$ cat config.mk
export PLATFORM = sky130hd
export DESIGN_NAME = fc_layer_sequencer
export DESIGN_NICKNAME = d
export VERILOG_FILES = /design/src/rtl/fc_layer_sequencer.sv
export SDC_FILE = /design/constraint.sdc
export NUM_CORES = 1
export LEC_CHECK = 0
export BUFFER_PORTS_ARGS = -buffer_cell sky130_fd_sc_hd__buf_2
export CAP_MARGIN = 20
export CORE_UTILIZATION = 25
export CTS_CLUSTER_DIAMETER = 150
export DETAILED_ROUTE_END_ITERATION = 8
export GPL_TIMING_DRIVEN = 0
export PLACE_DENSITY = 0.5
export SYNTH_ARGS = -nofsm -noshare
export SYNTH_HDL_FRONTEND = slang
export SYNTH_SLANG_ARGS = --single-unit
$ cat constraint.sdc
create_clock -name clk -period 4.3 [get_ports clk]
set_input_delay 0.215 -clock clk [delete_from_list [all_inputs] [get_ports clk]]
set_output_delay 0.215 -clock clk [all_outputs]
set_load 0.03 [all_outputs]
$ cat src/rtl/fc_layer_sequencer.sv
// Sequences one fully-connected layer on a 4-lane MAC: streams feature/weight words, drains the MAC,
// then applies bias, ReLU and requantization per neuron and reports the argmax neuron.
module fc_layer_sequencer #(
    parameter int IN_WORDS    = 196,
    parameter int NUM_NEURONS = 10,
    parameter int MAC_LAT     = 2,
    parameter int FA_W        = 8,
    parameter int WA_W        = 11,
    parameter int SHIFT       = 8
) (
    input  logic            clk,
    input  logic            rstn,
    input  logic            start,
    output logic            busy,
    output logic            done,
    output logic [FA_W-1:0] fmem_addr,
    input  logic [31:0]     fmem_data,
    output logic [WA_W-1:0] wmem_addr,
    input  logic [31:0]     wmem_data,
    output logic [3:0]      bmem_addr,
    input  logic [8:0]      bmem_data,
    output logic            mac_en,
    output logic            mac_flush,
    output logic [31:0]     mac_feature,
    output logic [31:0]     mac_weight,
    input  logic [25:0]     mac_result,
    output logic            out_valid,
    output logic [3:0]      out_index,
    output logic [7:0]      out_data,
    output logic [3:0]      argmax_index
);
    localparam int DW = $clog2(MAC_LAT + 2);
    localparam logic signed [26:0] MOST_NEG = {1'b1, 26'd0};

    typedef enum logic [2:0] {
        S_IDLE,
        S_STREAM,
        S_DRAIN,
        S_POST,
        S_FLUSH,
        S_FINISH
    } state_t;

    state_t state, state_nxt;

    logic [FA_W-1:0]    word_cnt;
    logic [WA_W-1:0]    wptr;
    logic [3:0]         neuron_cnt;
    logic [DW-1:0]      drain_cnt;
    logic               rd_issue;
    logic               last_word, last_neuron;
    logic signed [26:0] bias_ext, sum, best_val;
    logic [26:0]        shifted;
    logic [7:0]         q;
    logic [3:0]         best_idx;

    // The counters double as the SRAM addresses; wptr runs across neurons so no multiply is needed.
    assign fmem_addr   = word_cnt;
    assign wmem_addr   = wptr;
    assign bmem_addr   = neuron_cnt;
    assign mac_feature = fmem_data;
    assign mac_weight  = wmem_data;
    assign last_word   = (word_cnt == FA_W'(IN_WORDS - 1));
    assign last_neuron = (neuron_cnt == 4'(NUM_NEURONS - 1));

    always_comb begin
        bias_ext = {{18{bmem_data[8]}}, bmem_data};
        sum      = $signed({1'b0, mac_result}) + bias_ext;
        shifted  = sum >>> SHIFT;
        if (sum[26])
            q = 8'd0;
        else if (shifted > 27'd255)
            q = 8'hFF;
        else
            q = shifted[7:0];
    end

    always_comb begin
        state_nxt = state;
        busy      = 1'b0;
        done      = 1'b0;
        mac_flush = 1'b0;
        rd_issue  = 1'b0;
        case (state)
            S_IDLE:   if (start) state_nxt = S_STREAM;
            S_STREAM: begin
                busy     = 1'b1;
                rd_issue = 1'b1;
                if (last_word) state_nxt = S_DRAIN;
            end
            S_DRAIN: begin
                busy = 1'b1;
                if (drain_cnt == '0) state_nxt = S_POST;
            end
            S_POST: begin
                busy      = 1'b1;
                state_nxt = S_FLUSH;
            end
            S_FLUSH: begin
                busy      = 1'b1;
                mac_flush = 1'b1;
                state_nxt = last_neuron ? S_FINISH : S_STREAM;
            end
            S_FINISH: begin
                done      = 1'b1;
                state_nxt = S_IDLE;
            end
            default:  state_nxt = S_IDLE;
        endcase
    end

    always_ff @(posedge clk or negedge rstn) begin
        if (!rstn) begin
            state        <= S_IDLE;
            word_cnt     <= '0;
            wptr         <= '0;
            neuron_cnt   <= '0;
            drain_cnt    <= '0;
            mac_en       <= 1'b0;
            out_valid    <= 1'b0;
            out_index    <= '0;
            out_data     <= '0;
            argmax_index <= '0;
            best_val     <= MOST_NEG;
            best_idx     <= '0;
        end else begin
            state     <= state_nxt;
            mac_en    <= rd_issue;
            out_valid <= 1'b0;
            case (state)
                S_IDLE: begin
                    if (start) begin
                        word_cnt   <= '0;
                        wptr       <= '0;
                        neuron_cnt <= '0;
                        best_val   <= MOST_NEG;
                        best_idx   <= '0;
                    end
                end
                S_STREAM: begin
                    wptr      <= wptr + WA_W'(1);
                    drain_cnt <= DW'(MAC_LAT);
                    if (!last_word) word_cnt <= word_cnt + FA_W'(1);
                end
                S_DRAIN: begin
                    if (drain_cnt != '0) drain_cnt <= drain_cnt - DW'(1);
                end
                S_POST: begin
                    out_valid <= 1'b1;
                    out_data  <= q;
                    out_index <= neuron_cnt;
                    // Strict compare keeps the lower index on ties.
                    if (sum > best_val) begin
                        best_val <= sum;
                        best_idx <= neuron_cnt;
                    end
                end
                S_FLUSH: begin
                    if (last_neuron) begin
                        argmax_index <= best_idx;
                    end else begin
                        neuron_cnt <= neuron_cnt + 4'd1;
                        word_cnt   <= '0;
                    end
                end
                default: ;
            endcase
        end
    end
endmodule
Word-level counts from Yosys, hierarchy flattened
Index checks and enable logic that the tools add are counted.
{"block": "word_totals", "ff_bits": 77, "wordCells": 77, "in_bits": 102, "out_inout_bits": 108}
{"block": "classes", "order_cmp": 2, "eq_ne": 14, "add_sub_neg": 5, "mux": 28, "reduce_logical": 16}
{"operator": "2-to-1 mux 27 bit", "count": 2}
{"operator": "one-hot mux 27 bit (2 select lines)", "count": 1}
{"operator": "2-to-1 mux 8 bit", "count": 5}
{"operator": "adder 27 x 9 -> 27 bit", "count": 1}
{"operator": "> comparator 27 bit", "count": 1}
{"operator": "> comparator 27 x 8 -> 1 bit, second input constant", "count": 1}
{"operator": "one-hot mux 8 bit (3 select lines)", "count": 1}
{"operator": "one-hot mux 11 bit (2 select lines)", "count": 1}
{"operator": "one-hot mux 4 bit (2 select lines)", "count": 2}
{"operator": "one-hot mux 3 bit (5 select lines)", "count": 1}
{"operator": "!= test 2 bit, second input constant", "count": 7}
{"operator": "2-to-1 mux 3 bit", "count": 4}
{"operator": "2-to-1 mux 4 bit", "count": 3}
{"operator": "adder 11 x 1 -> 11 bit, second input constant", "count": 1}
{"operator": "2-to-1 mux 11 bit", "count": 1}
{"operator": "nonzero test 2 bit", "count": 5}
{"operator": "AND reduction 3 bit", "count": 3}
{"operator": "adder 8 x 1 -> 8 bit, second input constant", "count": 1}
{"operator": "equality test 8 bit, second input constant", "count": 1}
{"operator": "equality test 3 x 2 -> 1 bit, second input constant", "count": 2}
{"operator": "equality test 3 bit, second input constant", "count": 2}
{"operator": "AND reduction 2 bit", "count": 3}
{"operator": "2-to-1 mux 1 bit", "count": 5}
{"operator": "adder 4 x 1 -> 4 bit, second input constant", "count": 1}
{"operator": "other kinds (10)", "count": 10}

Depth between registers and ports, before layout
Gate-level depths: netlist of run 1.
{"block": "logic_depth", "ltp_word": 4, "mapped_depth": 22}

Worst setup path before layout of run 1
No wires, ideal clock.
{"block": "synth_path", "path_type": "in2reg", "from": "input bmem_data[6]", "to": "register best_val[16]", "path_stages": 20, "setup_time_ns": 0.125, "arrival_ns": 4.786, "t_required_ns": 4.175, "path_slack_ns": -0.611, "path_cell_list": "ha_1 -> a2111oi_0 -> o21ai_1 -> a31oi_2 -> a221o_1 -> a311oi_1 -> o21a_1 -> o21a_1 -> or4_1 -> o311ai_0 -> ha_1 -> a21o_1 -> a21oi_1 -> a21boi_0 -> a311oi_1 -> maj3_1 -> o221ai_2 -> mux2i_2 -> buf_6 -> mux2_4"}
{"block": "synth_via", "elab_chain_len": 4, "word_cells_on_any_way": 6, "classes_between": "add/sub (1); order compare (1); eq/ne (1); mux (2); reduce/logical (1)"}
{"element": "start: declaration", "line": "21", "text": "input logic [8:0] bmem_data,"}
{"element": "adder 27 x 9 -> 27 bit *", "line": "68", "text": "sum = $signed({1'b0, mac_result}) + bias_ext;"}
{"element": "> comparator 27 bit", "line": "153", "text": "if (sum > best_val) begin"}
{"element": "!= test 2 bit (no line)"}
{"element": "AND reduction 3 bit (no line)"}
{"element": "end signal: assignment", "line": "154", "text": "best_val <= sum;"}
{"element": "end: declaration", "line": "52", "text": "logic signed [26:0] bias_ext, sum, best_val;"}
Every way passes the cells marked *; elsewhere a longest branch is shown, timed or not. The select of a mux whose other input is x is not followed.
A chain may end at the register's enable or synchronous reset.

Worst setup path after layout of run 1
{"block": "layout_path", "from": "input bmem_data[0]", "to": "register best_val[1]"}
The elaborated chain is that of the path after synthesis.

==> flow_summary.ini, run 1 <==
[run_status]
status = finished with violations
failed_checks = negative setup slack

[finish]
multi_input_area_um2 = 3650
finalNetCount = 991
fin_util_pct = 35.0
synthToLayoutAreaGrowth_pct = 35.5
layout-drive-gt1-share_pct = 40.8
fillCellCount = 2433
regArea_um2 = 1930
post-route-cell-area_um2 = 8030
insertedDiodeCount = 0

[synthesis]
synth.net_count = 811
synthCells = 654
yosysTopAreaCell = dfrtp_1
synthFlopType = dfrtp_1
yosysSeqAreaShare_pct = 32.5
synth_top_cells_by_count = 76 x dfrtp_1, 65 x buf_4, 55 x nand2_1
synth_most_common_cell = dfrtp_1
async_flop_share_pct = 100
netlist_area_um2 = 5930
yosys.cell_types.count = 70
synth_top_area_share_pct = 32.1
ys_seq_elements = 77
synth.area.top_cells = dfrtp_1 32%, ha_1 11%, buf_4 8.2%
ys_warn_count = 0
synth_edf_count = 0
syn_avg_cell_area_um2 = 9.07

[pwr]
internal_power_uw = 2270
clkPwrFrac_pct = 20.2
switching_share_pct = 41.9
combPwrFrac_pct = 53.3
p_seq_share_pct = 26.5
powerDensity_nw_per_um2 = 487
ir_drop_mv = 0.293
p_sw_uw = 1640
leakage_uw = 0.00381
total_power_uw = 3920

[cts]
cts_tree = built
cts.clk_slew.worst_paths_ps = 60
numClockSinks = 77
cts_buffers = 9
cts.htree.levels = 3
clk_latency_ps = 350
clockBufferDepth = 2
cts-root-buf = clkbuf_16

[setup_path]
crit_slowest_cell = fa_2
setup.worst_path.end = best_val[1]
r2r_cells = 15
crit_cells = 24
regToRegSetupSlack_ps = 900
timing.rr.start = best_val[9]
critical-path-max-stage-delay_ps = 370
path_cells = buf_6, ha_4, fa_2, a211oi_2, o21bai_2, o21bai_2, o21bai_1, a21oi_2, xor2_1, buf_4, inv_4, ha_4, and4_4, a221o_1, a21oi_2, o31ai_2, maj3_2, a311oi_2, maj3_2, o221ai_4, mux2i_4, buf_6, buf_6, mux2_4
crit_start = bmem_data[0]
required_ps = 4530
critical_path_buf_inv_count = 5
critical_path_arrival_ps = 4700
crit_path_frequent_cell = buf_6
cp_top_family = compound AO/OA/AOI/OAI gates
crit_path_max_fanout = 4
timing.rr.end = best_val[1]
setup.worst_path.start_class = input port
crit_type = in -> reg
end_kind = flip-flop

[timing]
hold_viol = 0
clock_skew_ps = 6.08
worstMarginPinSlew_ps = 1010
rsz0062_at_grt = true
period_share_pct = 104
worst_slack_ps = -171
hold_ws_ps = 270
setup_viol = 31
maxSlewHeadroom_pct = 32.0
final-max-slew-violation-count = 0
period_minus_slack_ps = 4470
fin_setup_tns_ps = -3410
fmax_mhz = 224

[floorplan]
die_area_um2 = 24300
initial_core_util_pct = 25.8
die_w_um = 156
chipHeight_um = 156
io_pins = 210
design.core.area_um2 = 23000
rows = 55

[global_routing]
met1_usage_pct = 17.2
grt_use_met2_pct = 20.1
track_usage_pct = 12.7
grt_max_degree = 43
grt_pass1_wl_um = 24300
busiest_layer = met2
antenna_found_initial = 0
use_met3_pct = 2.67
grt_pass1_vias = 4790
globalRouteOverflowTotal = 0

[hold_path]
worstHoldPathType = in -> reg
hold_depth = 4

[route]
firstDrtPassIters = 4
drt_iter0_markers = 175
via_per_inst = 4.45
wl_per_cell_um = 13.2
ant_nets = 0
vias = 5123
drc = 0
totalWireLength_um = 15300

[place]
dp_hpwl_um = 11500
place_area_um2 = 7230
port_buffers = 145
gp_congestion = 0.796

[job]
cap_violations = 0
-- worst min path at each step --
stage / start / endpoint / slack (ps)
floorplan: rstn / argmax_index[0] / -80
global placement: out_index[2] / out_index[2] / 460
detailed placement: rstn / wmem_addr[6] / 230
CTS: bmem_data[0] / best_val[0] / 270
global route: mac_result[0] / best_val[0] / 320
finish: mac_result[0] / best_val[0] / 270
-- layout make-up --
type | count | area share [%]
buffer | 77 | 6.79
clock buffer | 11 | 3.02
clock inverter | 5 | 0.732
inverter | 54 | 2.55
multi-input combinational | 444 | 45.5
sequential | 77 | 24.0
tap | 313 | 4.87
timing repair buffer | 171 | 12.6
-- through the flow --
stage          setup slack [ps]  cells
2_1_floorplan              -194    654
3_3_place_gp              -1200   1112
3_5_place_dp              -1180   1114
4_1_cts                    -294   1151
5_1_grt                    -385   1152
6_report                   -171   1152
-- sequential cells by signal (all words and copies together), names as in the netlist --
name,count
argmax_index,4
best_idx,4
best_val,27
bmem_addr,4
drain_cnt,2
fmem_addr,8
mac_en,1
out_data,8
out_index,4
out_valid,1
state,3
wmem_addr,11
-- power by group through the flow --
stage	clock network, uW	registers, uW	logic (uW)
after floorplan	0	1200	1230
after global placement	0	1050	1860
after detailed placement	0	1050	1880
after CTS	807	1040	2110
after global routing	834	1070	2300
final	791	1040	2090
-- worst reg2reg max path: stages (launching register included) --
cell and delay (ps):
dfrtp_1 340, inv_1 40, ha_1 320, a21oi_1 160
nand2_1 70, a221o_1 330, a21oi_2 140, o31ai_2 70
maj3_2 320, a311oi_2 300, maj3_2 270, o221ai_4 120
mux2i_4 280, buf_6 160, buf_6 90, mux2_4 280
-- routing by layer --
metal | part of all wire [%] | vias up
li1 | - | 2583
met1 | 49 | 2387
met2 | 45 | 140
met3 | 4.6 | 13
met4 | 1.2 | 0
met5 | 0 | -
-- cell usage in the layout, fill, tap and decap left out, drive strengths merged, types with 8 or more instances in the layout --
cell | netlist | layout
nand2 | 55 | 55
o21ai | 43 | 43
mux2i | 21 | 21
buf | 67 | 235
inv | 53 | 54
a21oi | 38 | 38
ha | 54 | 54
xor2 | 11 | 11
and3 | 10 | 10
nand3 | 15 | 15
xnor2 | 16 | 16
clkbuf | 12 | 23
mux2 | 19 | 19
nor2 | 47 | 47
dfrtp | 76 | 76
nor3 | 8 | 8
-- cells by family (layout without fill, tap and decap cells) --
logic type,Yosys count,after routing,share of synthesized area [%]
multiplexers,40,40,7.97
buffers and inverters,133,318,12.8
AO/OA/AOI/OAI,145,145,15.8
AND/OR/NAND/NOR,172,172,13.9
flip-flops,77,77,32.5
XOR/XNOR,29,29,4.75
adder cells (fa/ha/maj),58,58,12.3
-- repair_timing --
item                                   in CTS  in global routing
gates resized for setup                    46                 32
endpoints found under the hold margin      35                  0
hold buffers                                1                  0
buffers inserted                           19                  4
setup endpoints to repair                  31                 31
pin swaps                                  28                 27
gates cloned                                1                  0
Note: power is estimated with default switching activity, not from simulation.
==> run 2: changes to the inputs <==
--- a/config.mk
+++ b/config.mk
@@ -7,11 +7,11 @@
 export LEC_CHECK = 0
 export BUFFER_PORTS_ARGS = -buffer_cell sky130_fd_sc_hd__buf_2
 export CAP_MARGIN = 20
-export CORE_UTILIZATION = 25
+export CORE_UTILIZATION = 51
 export CTS_CLUSTER_DIAMETER = 150
 export DETAILED_ROUTE_END_ITERATION = 8
 export GPL_TIMING_DRIVEN = 0
-export PLACE_DENSITY = 0.5
+export PLACE_DENSITY = 0.86
 export SYNTH_ARGS = -nofsm -noshare
 export SYNTH_HDL_FRONTEND = slang
 export SYNTH_SLANG_ARGS = --single-unit
==> run 2 against run 1 <==
The run still ends with negative setup slack left. Fmax fell by 2.7%. Worst setup slack got worse by 130 ps. Count of clock-buffer cells in the layout fell by 2. Die area fell by 50%. Power rose by 2.3%. Sequential cell count did not move. Cell count fell by 13%. Clock skew fell by 0.56 ps. Register-to-register slack improved by 40 ps. Utilization rose by 36 points. Critical endpoint is now best_val[7]. Largest cell class unchanged.
==> flow_summary.ini, run 2 (synthesis results as in run 1) <==
[setup_path]
regToRegSetupSlack_ps = 940
crit_slowest_cell = fa_2
crit_type = in -> reg
required_ps = 4520
critical-path-max-stage-delay_ps = 390
path_cells = buf_6, ha_4, fa_2, a211oi_4, o21bai_2, o21ba_4, o2111ai_1, a31oi_1, o21a_1, o21ai_1, nor3b_4, nor2_1, ha_1, and4_1, nand3_1, nor4_2, and3_1, a31oi_1, nand2b_1, mux2i_4, buf_12, buf_8, mux2_4
critical_path_buf_inv_count = 3
critical_path_arrival_ps = 4820
setup.worst_path.start_class = input port
crit_path_max_fanout = 5
crit_path_frequent_cell = a31oi_1
end_kind = flip-flop
cp_top_family = compound AO/OA/AOI/OAI gates

[timing]
maxSlewHeadroom_pct = 32.2
rsz0062_at_grt = true
final-max-slew-violation-count = 0
worstMarginPinSlew_ps = 1010
period_share_pct = 107
fmax_mhz = 218
setup_viol = 31
period_minus_slack_ps = 4600
clock_skew_ps = 5.52
fin_setup_tns_ps = -6760
hold_viol = 0
worst_slack_ps = -296

[finish]
layout-drive-gt1-share_pct = 42.3
fin_util_pct = 70.8
insertedDiodeCount = 0
synthToLayoutAreaGrowth_pct = 35.7
mostFrequentLayoutCell = buf_2
finalNetCount = 1015
layout_common_cells = 139 x buf_2, 106 x buf_4, 76 x dfrtp_1
top_register = best_val
largest_reg_flops = 27
post-route-cell-area_um2 = 8050

[route]
totalWireLength_um = 15200
dr_wl_met3_um = 775
firstDrtPassIters = 4
via_per_inst = 5.42
ant_nets = 0
drc = 0
wl_per_cell_um = 15.1
wl_met1_um = 6440
top_layer_used = met4
wl_met2_um = 7740
vias = 5451
drt_iter0_markers = 344

[pwr]
combPwrFrac_pct = 54.8
p_sw_uw = 1670
clkPwrFrac_pct = 19.4
powerDensity_nw_per_um2 = 498
leakage_uw = 0.00394
switching_share_pct = 41.7
internal_power_uw = 2340
p_seq_share_pct = 25.8
ir_drop_mv = 0.428

[floorplan]
rows = 39
initial_core_util_pct = 52.2
chipHeight_um = 110
io_pins = 210
die_area_um2 = 12100
die_w_um = 110
design.core.area_um2 = 11400

[run_status]
status = finished with violations
failed_checks = negative setup slack

[place]
place_area_um2 = 7010
port_buffers = 145
gp_congestion = 0.856
dp_hpwl_um = 10100
pre_cts_ws_ps = -1050

[cts]
clk_latency_ps = 340
cts-root-buf = clkbuf_16
cts.clk_slew.worst_paths_ps = 60
cts_tree = built
cts.htree.levels = 3
numClockSinks = 77
clockBufferDepth = 2
cts_buffers = 9

[global_routing]
grt_pass1_vias = 5056
grt_pass1_wl_um = 23100
grt_max_degree = 51
globalRouteOverflowTotal = 0
antenna_found_initial = 0
track_usage_pct = 24.5

[hold_path]
worstHoldPathType = in -> reg

[job]
cap_violations = 0
==> run 2: changes by cell type in the layout (fill, tap and decap cells not counted), moves of 3 or more <==
cell and change:
buf_4 +26, buf_2 -3, buf_6 -3, ha_1 -3, a21oi_1 +3
==> run 2: worst reg2reg max path, cell delays in order, from the launching register on <==
cell and delay [ps]:
dfrtp_1 320, inv_1 50, ha_1 300, nor2b_1 150
nor3_1 60, o21ai_0 300, a21oi_2 110, o31ai_2 230
maj3_2 240, a311oi_2 100, maj3_2 340, o221ai_4 170
mux2i_4 320, buf_12 150, buf_8 120, mux2_4 300
==> run 2: worst paths after layout <==
check                           cells after the start           end     startpoint
worst min register to register                      2  out_index[1]   out_index[1]
min in group asynchronous                           2  fmem_addr[2]           rstn
max in group asynchronous                           3  best_val[13]           rstn
worst min-delay path                                4   best_val[0]   bmem_data[0]
worst max register to register                     15   best_val[7]    best_val[1]
worst max-delay path                               23   best_val[7]  mac_result[0]
==> run 2: stage by stage <==
stage | total power, uW | hold slack, ps | cells
2_1_floorplan | 2430 | -80.6 | 654
3_3_place_gp | 2810 | 459 | 942
3_5_place_dp | 2870 | 165 | 943
4_1_cts | 3920 | 277 | 992
5_1_grt | 4270 | 309 | 1006
6_report | 4010 | 281 | 1006
==> run 2: routing by layer <==
metal / track usage (%) / vias up
met5: 0 / -
met4: 6.95 / 0
met3: 4.62 / 30
met2: 44.0 / 190
met1: 29.6 / 2593
li1: - / 2638
==> run 2: area by class of cell <==
| type | instances | area, um2 |
|---|---|---|
| multi-input combinational | 444 | 3670 |
| tap | 143 | 179 |
| clock buffer | 9 | 225 |
| inverter | 54 | 203 |
| fill | 810 | 3320 |
| clock inverter | 7 | 80.1 |
| sequential | 77 | 1930 |
| timing repair buffer | 193 | 1190 |
| buffer | 79 | 572 |
==> run 2: what timing repair did <==
item                                    in CTS  in global routing
hold buffers                                 1                  0
cloned                                       1                  0
hold endpoints to repair                    26                  0
buffers inserted                            31                 14
pin swaps                                   34                 30
endpoints found under the setup margin      31                 31
resized for setup                           43                 28
==> run 2: power by group through the flow <==
stage                     Sequential (uW)  Clock [uW]  Combinational [uW]
after floorplan                      1200           0                1230
after global placement               1030           0                1780
after detailed placement             1040           0                1830
after CTS                            1030         791                2090
after global routing                 1050         814                2400
final                                1030         778                2200
==> run 3: changes to the inputs <==
--- a/config.mk
+++ b/config.mk
@@ -12,6 +12,8 @@
 export DETAILED_ROUTE_END_ITERATION = 8
 export GPL_TIMING_DRIVEN = 0
 export PLACE_DENSITY = 0.86
+export RECOVER_POWER = 100
+export SKIP_CTS_REPAIR_TIMING = 1
 export SYNTH_ARGS = -nofsm -noshare
 export SYNTH_HDL_FRONTEND = slang
 export SYNTH_SLANG_ARGS = --single-unit
==> run 3 against run 2 <==
The flow finishes with violations (max-capacitance violations, max-slew violations, negative setup slack). Fmax fell by 3.7%. Critical path depth did not move. Sequential cell count did not move.
==> flow_summary.ini, run 3 (synthesis results as in run 1) <==
[cts]
cts-root-buf = clkbuf_16
numClockSinks = 77
cts.clk_slew.worst_paths_ps = 60
clk_latency_ps = 340
cts_buffers = 9
cts_tree = built
clockBufferDepth = 2
cts.htree.levels = 3

[floorplan]
rows = 39
design.core.area_um2 = 11400
chipHeight_um = 110
die_area_um2 = 12100
die_w_um = 110
initial_core_util_pct = 52.2
io_pins = 210

[timing]
setup_viol = 31
rsz0062_at_grt = true
period_minus_slack_ps = 4770
clock_skew_ps = 5.79
worst_slack_ps = -471
hold_viol = 0
maxSlewHeadroom_pct = -0.00698
final-max-slew-violation-count = 1
period_share_pct = 111
fmax_mhz = 210
fin_setup_tns_ps = -12670
worstMarginPinSlew_ps = 1490

[finish]
top_register = best_val
finalNetCount = 988
layout_common_cells = 120 x clkbuf_1, 81 x buf_4, 76 x dfrtp_1
fillCellCount = 961
synthToLayoutAreaGrowth_pct = 26.2
fin_cells = 979
fin_util_pct = 65.8
insertedDiodeCount = 0
layout-drive-gt1-share_pct = 25.0
largest_reg_flops = 27
mostFrequentLayoutCell = clkbuf_1

[place]
port_buffers = 145
pre_cts_ws_ps = -1050
gp_congestion = 0.856
dp_hpwl_um = 10100
dp.cells = 943

[global_routing]
track_usage_pct = 22.3
grt_pass1_vias = 4699
antenna_found_initial = 0
grt_max_degree = 51
globalRouteOverflowTotal = 0
grt_pass1_wl_um = 21200

[pwr]
leakage_uw = 0.00343
clkPwrFrac_pct = 20.3
powerDensity_nw_per_um2 = 513
switching_share_pct = 42.5
p_sw_uw = 1630
combPwrFrac_pct = 52.8
ir_drop_mv = 0.401
p_seq_share_pct = 27.0
internal_power_uw = 2210
total_power_uw = 3840

[route]
ant_nets = 0
vias = 5258
totalWireLength_um = 14300
drt_iter0_markers = 288
wl_per_cell_um = 14.6
via_per_inst = 5.37
drc = 0
firstDrtPassIters = 5

[setup_path]
critical-path-max-stage-delay_ps = 430
end_kind = flip-flop
r2r_cells = 16
crit_type = in -> reg
crit_path_frequent_cell = o21a_1
timing.rr.end = best_val[11]
critical_path_arrival_ps = 5020
setup.worst_path.start_class = input port
setup.worst_path.end = best_val[11]
regToRegSetupSlack_ps = 890
timing.rr.start = best_val[9]
crit_slowest_cell = or4_4
required_ps = 4550
crit_start = bmem_data[6]
crit_path_max_fanout = 5
path_cells = buf_2, ha_4, a2111oi_4, o21ai_2, a31oi_4, a221o_1, a311oi_1, o21a_1, o21a_1, or4_4, o311ai_4, ha_1, a21o_1, a21oi_2, a21boi_1, a311oi_2, maj3_2, o221ai_4, mux2i_4, buf_6, buf_12, buf_4, mux2i_1

[run_status]
status = finished with violations
failed_checks = max-capacitance violations, max-slew violations, negative setup slack

[hold_path]
worstHoldPathType = in -> reg

[job]
cap_violations = 1
-- run 3: through the flow --
| stage | hold slack, ps | cell area (um2) |
|---|---|---|
| after floorplan | -80.6 | 6070 |
| after global placement | 459 | 6980 |
| after detailed placement | 165 | 7010 |
| after CTS | -197 | 7310 |
| after global routing | 311 | 7480 |
| final | 280 | 7480 |
-- run 3: layout make-up --
type	instances	area [um2]	area share [%]
tap	143	179	2.39
buffer	79	568	7.59
multi-input combinational	444	3510	46.9
inverter	54	203	2.71
sequential	77	1930	25.8
clock inverter	7	80.1	1.07
clock buffer	9	225	3.01
timing repair buffer	166	790	10.6
-- run 3: critical path: cells and delay by family --
family / cells / cell delay, ps
adder cells (fa/ha/maj): 3 / 830
AND/OR/NAND/NOR: 1 / 430
AO/OA/AOI/OAI: 13 / 2570
multiplexers: 2 / 490
buffers and inverters: 4 / 480
-- run 3: how the worst min path moves through the flow --
| stage | slack, ps | startpoint | endpoint | depth (start not counted) |
|---|---|---|---|---|
| 3_5_place_dp | 170 | rstn | fmem_addr[2] | 1 |
| 6_report | 280 | mac_result[0] | best_val[0] | 4 |
| 3_3_place_gp | 460 | out_index[1] | out_index[1] | 2 |
| 2_1_floorplan | -80 | rstn | argmax_index[0] | 0 |
| 4_1_cts | -200 | rstn | fmem_addr[2] | 1 |
| 5_1_grt | 310 | mac_result[0] | best_val[0] | 4 |
-- run 3: metal layers --
| layer | track usage, % | vias up | wire [um] |
|---|---|---|---|
| met2 | 39.3 | 182 | 7260 |
| met1 | 28.1 | 2465 | 6040 |
| met4 | 4.38 | 0 | 144 |
| met5 | 0 | - | 0 |
| met3 | 4.51 | 17 | 828 |
| li1 | - | 2594 | - |
-- run 3: power by group through the flow --
stage                     Combinational, uW  Sequential, uW  Clock [uW]
after floorplan                        1230            1200           0
after global placement                 1780            1030           0
after detailed placement               1830            1040           0
after CTS                              1850            1030         791
after global routing                   2220            1060         818
final                                  2020            1030         778
